### config.mk
export PLATFORM = sky130hd
export DESIGN_NAME = cam_capture_ctrl
export DESIGN_NICKNAME = d
export VERILOG_FILES = /design/src/rtl/cam_pkg.sv /design/src/rtl/cam_capture_ctrl_det_edge.sv /design/src/rtl/cam_capture_ctrl.sv
export SDC_FILE = /design/constraint.sdc
export NUM_CORES = 1
export LEC_CHECK = 0
export CAP_MARGIN = 0
export CORE_ASPECT_RATIO = 0.75
export CORE_MARGIN = 5
export CORE_UTILIZATION = 54
export DETAILED_ROUTE_END_ITERATION = 8
export PLACE_DENSITY = 0.81
export SYNTH_ARGS = -nofsm -noshare
export SYNTH_HDL_FRONTEND = slang
export SYNTH_SLANG_ARGS = --single-unit
### constraint.sdc
create_clock -name CLK -period 2.8 [get_ports CLK]
set_clock_uncertainty 0.2 [all_clocks]
set_input_delay 0.84 -clock CLK [delete_from_list [all_inputs] [get_ports CLK]]
set_output_delay 0.84 -clock CLK [all_outputs]
set_load 0.05 [all_outputs]
### src/rtl/cam_pkg.sv
// cam_pkg: shared state encoding, frame-counter width and default geometry
package cam_pkg;
  typedef enum logic [1:0] {IDLE = 2'd0, ARMED = 2'd1, CAPTURE = 2'd2, DONE = 2'd3} cap_state_t;
  localparam int FRAME_W = 8;
  localparam int DEF_PIXEL_WIDTH = 8;
  localparam int DEF_H_ACTIVE = 640;
  localparam int DEF_V_ACTIVE = 480;
  localparam int DEF_ADDR_WIDTH = 19;
endpackage

### src/rtl/cam_capture_ctrl_det_edge.sv
// DET_EDGE: one-register change detector on a single-bit level
//   CLK, RST_N : clock, async active-low reset
//   iD         : level to watch
//   oEDGE      : high in any cycle where iD differs from its previous value
module DET_EDGE (
  input  logic CLK,
  input  logic RST_N,
  input  logic iD,
  output logic oEDGE
);
  logic d_q;
  always_ff @(posedge CLK or negedge RST_N)
    if (!RST_N) d_q <= 1'b0;
    else d_q <= iD;
  assign oEDGE = iD ^ d_q;
endmodule

### src/rtl/cam_capture_ctrl.sv
// cam_capture_ctrl: frame-capture FSM driving a double-buffered frame memory
//   CLK, RST_N                  : clock, async active-low reset
//   iVSYNC/iDE/iFIELD/iDATA_L/R : registered video stream
//   iSTART/iSTOP/iNUM_FRAMES    : run control (NUM_FRAMES 0 = continuous)
//   iFIELD_EN/iFIELD_SEL        : field filter
//   oWE/oWADDR/oWDATA/oBANK     : frame-memory write port
//   oBUSY/oDONE/oFRAMES         : host status
//   oERR_H/oERR_V               : sticky geometry errors
module cam_capture_ctrl
  import cam_pkg::*;
#(
  parameter int PIXEL_WIDTH = DEF_PIXEL_WIDTH,
  parameter int H_ACTIVE    = DEF_H_ACTIVE,
  parameter int V_ACTIVE    = DEF_V_ACTIVE,
  parameter int ADDR_WIDTH  = DEF_ADDR_WIDTH
) (
  input  logic                     CLK,
  input  logic                     RST_N,
  input  logic                     iVSYNC,
  input  logic                     iDE,
  input  logic                     iFIELD,
  input  logic [PIXEL_WIDTH-1:0]   iDATA_L,
  input  logic [PIXEL_WIDTH-1:0]   iDATA_R,
  input  logic                     iSTART,
  input  logic                     iSTOP,
  input  logic [FRAME_W-1:0]       iNUM_FRAMES,
  input  logic                     iFIELD_EN,
  input  logic                     iFIELD_SEL,
  output logic                     oWE,
  output logic [ADDR_WIDTH-1:0]    oWADDR,
  output logic [2*PIXEL_WIDTH-1:0] oWDATA,
  output logic                     oBANK,
  output logic                     oBUSY,
  output logic                     oDONE,
  output logic [FRAME_W-1:0]       oFRAMES,
  output logic                     oERR_H,
  output logic                     oERR_V
);
  localparam int PCW = $clog2(H_ACTIVE + 1);
  localparam int LCW = $clog2(V_ACTIVE + 2);
  localparam logic [PCW-1:0] H_LIM = PCW'(H_ACTIVE);
  localparam logic [LCW-1:0] V_LIM = LCW'(V_ACTIVE);
  cap_state_t state;
  logic [PCW-1:0] pix_cnt;
  logic [LCW-1:0] line_cnt;
  logic [ADDR_WIDTH-1:0] addr;
  logic [FRAME_W-1:0] num_frames;
  logic field_en, field_sel, stop_pend;
  logic vs_edge, de_edge, vs_rise, vs_fall, de_fall;
  DET_EDGE u_vs (.CLK(CLK), .RST_N(RST_N), .iD(iVSYNC), .oEDGE(vs_edge));
  DET_EDGE u_de (.CLK(CLK), .RST_N(RST_N), .iD(iDE), .oEDGE(de_edge));
  assign vs_rise = vs_edge & iVSYNC;
  assign vs_fall = vs_edge & ~iVSYNC;
  assign de_fall = de_edge & ~iDE;
  always_ff @(posedge CLK or negedge RST_N) begin
    if (!RST_N) begin
      state      <= IDLE;
      pix_cnt    <= '0;
      line_cnt   <= '0;
      addr       <= '0;
      num_frames <= '0;
      field_en   <= 1'b0;
      field_sel  <= 1'b0;
      stop_pend  <= 1'b0;
      oWE        <= 1'b0;
      oWADDR     <= '0;
      oWDATA     <= '0;
      oBANK      <= 1'b0;
      oBUSY      <= 1'b0;
      oDONE      <= 1'b0;
      oFRAMES    <= '0;
      oERR_H     <= 1'b0;
      oERR_V     <= 1'b0;
    end else begin
      oWE   <= 1'b0;
      oDONE <= 1'b0;
      case (state)
        IDLE: if (iSTART && !iSTOP) begin
          state      <= ARMED;
          oBUSY      <= 1'b1;
          oFRAMES    <= '0;
          oERR_H     <= 1'b0;
          oERR_V     <= 1'b0;
          num_frames <= iNUM_FRAMES;
          field_en   <= iFIELD_EN;
          field_sel  <= iFIELD_SEL;
          stop_pend  <= 1'b0;
        end
        ARMED:
          if (iSTOP) begin
            state <= DONE;
            oDONE <= 1'b1;
          end else if (vs_fall && !(field_en && iFIELD != field_sel)) begin
            state    <= CAPTURE;
            pix_cnt  <= '0;
            line_cnt <= '0;
            addr     <= '0;
          end
        CAPTURE: begin
          if (iSTOP) stop_pend <= 1'b1;
          // line overflow takes precedence: once past the last line every pixel is a V error
          if (iDE) begin
            if (line_cnt >= V_LIM) oERR_V <= 1'b1;
            else if (pix_cnt >= H_LIM) oERR_H <= 1'b1;
            else begin
              oWE     <= 1'b1;
              oWADDR  <= addr;
              oWDATA  <= {iDATA_R, iDATA_L};
              addr    <= addr + 1'b1;
              pix_cnt <= pix_cnt + 1'b1;
            end
          end
          if (de_fall) begin
            if (pix_cnt != H_LIM) oERR_H <= 1'b1;
            if (line_cnt <= V_LIM) line_cnt <= line_cnt + 1'b1;
            pix_cnt <= '0;
          end
          if (vs_rise) begin
            if (line_cnt != V_LIM) oERR_V <= 1'b1;
            oFRAMES <= oFRAMES + 1'b1;
            oBANK   <= ~oBANK;
            if (stop_pend || iSTOP || (num_frames != '0 && oFRAMES + 1'b1 == num_frames)) begin
              state <= DONE;
              oDONE <= 1'b1;
            end else state <= ARMED;
          end
        end
        DONE: begin
          state <= IDLE;
          oBUSY <= 1'b0;
        end
        default: state <= IDLE;
      endcase
    end
  end
endmodule
==> flow_metrics.py <==
metrics = {
    "run_status": {
        "status": "finished, final reports clean",
    },
    "route": {
        "postRouteWirelength_mm": 11.88,
        "wl_per_cell_um": 16.70,
        "drt_iter0_drc": 266,
        "drcViolationCount": 0,
        "dr.pass1.iters": 5,
        "route.detailed.vias_per_inst": 5.828,
        "drt.antenna.violating_nets": 0,
        "dr_total_vias": 4144,
    },
    "global_routing": {
        "grt_pass1_vias": 4178,
        "grt_antenna_before_repair": 0,
        "grt_max_degree": 40,
        "first_pass_grt_wire_length_mm": 20.71,
        "gr-total-overflow": 0,
        "global_route.usage.total_pct": 22.44,
    },
    "worst_setup_path": {
        "start_kind": "primary input",
        "end_kind": "flop",
        "worst_ep_arrival_time_ns": 2.82,
        "required_ns": 2.87,
        "crit-reg2reg-capture": "addr[18]",
        "r2r_start": "state[1]",
        "timing_worst_setup_path_type": "primary input to flop",
        "reg2regPathDepth": 8,
        "r2r_slack_ns": 0.15,
        "worst-path-max-fanout": 13,
    },
    "clock_tree": {
        "deepest_level_of_the_cts_h_tree": 3,
        "numCtsBuffers": 9,
        "tritoncts_clock_tree": "done",
        "worstSkewPairLatency_ns": 0.35,
        "deepest_clock_path_buffer_count": 2,
        "cts_sinks": 102,
        "clk_pin_slew_ns": 0.07,
        "clock_tree.root_cell": "clkbuf_16",
    },
    "cells_and_area": {
        "layout-drive-gt1-share_pct": 17.84,
        "finish.net_count": 622,
        "flow.area_growth_from_synthesis_pct": 30.25,
        "postLayoutCoreUtil_pct": 72.23,
        "n_antenna_cell": 0,
    },
    "floorplanning": {
        "pin_count": 82,
        "floorplan.initialDensity_pct": 55.45,
        "die_area_sq_um": 11380,
        "core_area_sq_um": 9084,
        "rows": 30,
        "die_h_um": 93.65,
        "die_boundary_width_um": 121.5,
    },
    "sta": {
        "maxClockFrequency_mhz": 364.0,
        "report.final.hold_viol_count": 0,
        "post-route-min-period_ns": 2.747,
        "slew_headroom_pct": 61.35,
        "setup-violations-final": 0,
        "timing.final.crit_share_pct": 98.11,
        "worst_slew_pin_slew_ns": 0.5737,
        "final-max-slew-violation-count": 0,
        "hold_slack_ns": 0.2230,
    },
    "power_and_ir_drop": {
        "leakage_uw": 0.002861,
        "cellPowerDensity_nw_per_um2": 909.4,
        "peakVddDrop_v": 0.0005764,
    },
    "yosys": {
        "yosysWarningCount": 0,
        "yosysTopAreaCellShare_pct": 50.67,
        "ys.flop_type": "dfrtp_1",
        "syn_avg_cell_area_sq_um": 10.65,
        "netlist-cell-type-count": 54,
        "synth_enable_flop_cells": 0,
        "synth_async_sr_flop_share_pct": 100.0,
        "synth_largest_area_cell": "dfrtp_1",
        "syn-num-nets": 517,
        "synth-seq-cells": 102,
        "synthCells": 473,
        "synth_seq_area_share_pct": 50.67,
        "post_synth_main_area_contributors": "dfrtp_1 (51%), mux2_2 (9.8%), o21ai_0 (3.3%), nand2_1 (3.2%), ha_1 (2.7%)",
        "syn-cell-area_sq_um": 5037,
    },
    "worst_hold_path": {
        "worst_hold_path_type": "primary input to asynchronous set/reset pin",
    },
    "place": {
        "dpl.hpwl_mm": 8.510,
        "port_buffers": 81,
        "gp_routability_congestion": 0.8714,
    },
    "run": {
        "max_cap_violations": 0,
    },
}
-- how the worst max path moves through the flow --
| stage | startpoint | to | slack, ns | cells past startpoint |
|---|---|---|---|---|
| 2_1_floorplan | iFIELD | addr[12] | 0.15 | 6 |
| 3_3_place_gp | iFIELD | line_cnt[7] | -0.30 | 7 |
| 3_5_place_dp | iFIELD | line_cnt[7] | -0.36 | 7 |
| 4_1_cts | oFRAMES[5] | oFRAMES[5] | 0.03 | 1 |
| 5_1_grt | iFIELD | addr[16] | -0.00002 | 7 |
| 6_report | iFIELD | addr[18] | 0.05 | 7 |
-- placed cells by master (no fill, tap or decap), types with 4 or more instances in the layout --
master             n
a21oi_1           25
a22o_1             4
and3_1             7
buf_12             4
buf_4             31
clkbuf_16          9
clkdlybuf4s50_1   78
dfrtp_1          102
ha_1              11
inv_1             14
mux2_2            44
nand2_1           43
nand2b_1           6
nand3_1           11
nand4_1            8
nor2_1            28
nor2b_1            5
o2111ai_1         10
o21ai_0           33
o31ai_1            7
or3_1             11
or4_1              7
xnor2_1            9
xor2_1            14
-- cell usage after synthesis (9+ instances only) --
master / count
clkbuf_1: 15
mux2_2: 44
nand2_1: 43
nand3_1: 11
nor2_1: 29
o21ai_0: 33
o2111ai_1: 11
ha_1: 11
xor2_1: 14
or3_1: 11
a21oi_1: 25
xnor2_1: 9
inv_1: 14
dfrtp_1: 102
-- flip-flops by register name, summed over array words and instances (netlist names), 2 cells and up --
name        cells
addr           19
line_cnt        9
num_frames      8
oFRAMES         8
oWADDR         19
oWDATA         16
pix_cnt        10
state           2
-- what timing repair did --
| action | CTS | global route |
|---|---|---|
| hold buffers | 0 | 0 |
| pin swaps | 1 | 0 |
| buffers inserted | 0 | 0 |
| setup endpoints to repair | 1 | 30 |
| gates resized for setup | 0 | 5 |
-- area by class of cell --
cell class | instances | area, sq um
Tap cell | 128 | 160.2
Multi-Input combinational cell | 336 | 2369
Inverter | 14 | 52.55
Clock inverter | 4 | 53.80
Timing Repair Buffer | 115 | 1117
Sequential cell | 102 | 2552
Fill cell | 654 | 2522
Clock buffer | 12 | 256.5
-- metal layers --
metal | part of all wire [%] | vias up | global-route usage, %
met4 | 0.93 | 0 | 6.157
met2 | 48 | 121 | 35.77
met3 | 5.9 | 12 | 5.502
met1 | 45 | 2077 | 30.79
li1 | - | 1934 | -
met5 | 0 | - | 0
-- critical path: stages --
cell and delay, ns:
clkdlybuf4s50_1 0.42, xor2_1 0.19, a2111oi_4 0.38, o2111ai_1 0.15, buf_4 0.20, or4_1 0.47
a21oi_1 0.16
-- power by group --
| group | total, uW | switching [uW] | internal [uW] |
|---|---|---|---|
| logic | 2550 | 1530 | 1020 |
| clock network | 1300 | 555 | 746 |
| registers | 2110 | 301 | 1810 |
-- metrics by stage --
step	total power (uW)	setup WS (ns)	cell area, sq um	TNS (ns)	cells
floorplan	3734	0.1472	5037	0	473
global placement	4545	-0.2959	6223	-6.185	695
detailed placement	4648	-0.3635	6223	-8.686	695
CTS	5962	0.03406	6534	0	711
global route	6291	-0.00001887	6561	-0.00001887	711
finish	5967	0.05290	6561	0	711
-- cells by family after synthesis --
kind of cell,synth area share (%)
flops,50.67
simple gates,14.36
mux,10.43
fa+ha+maj,2.732
xor+xnor,3.999
compound gates,15.08
buf+inv,2.732
(Power assumes the default switching activity.)
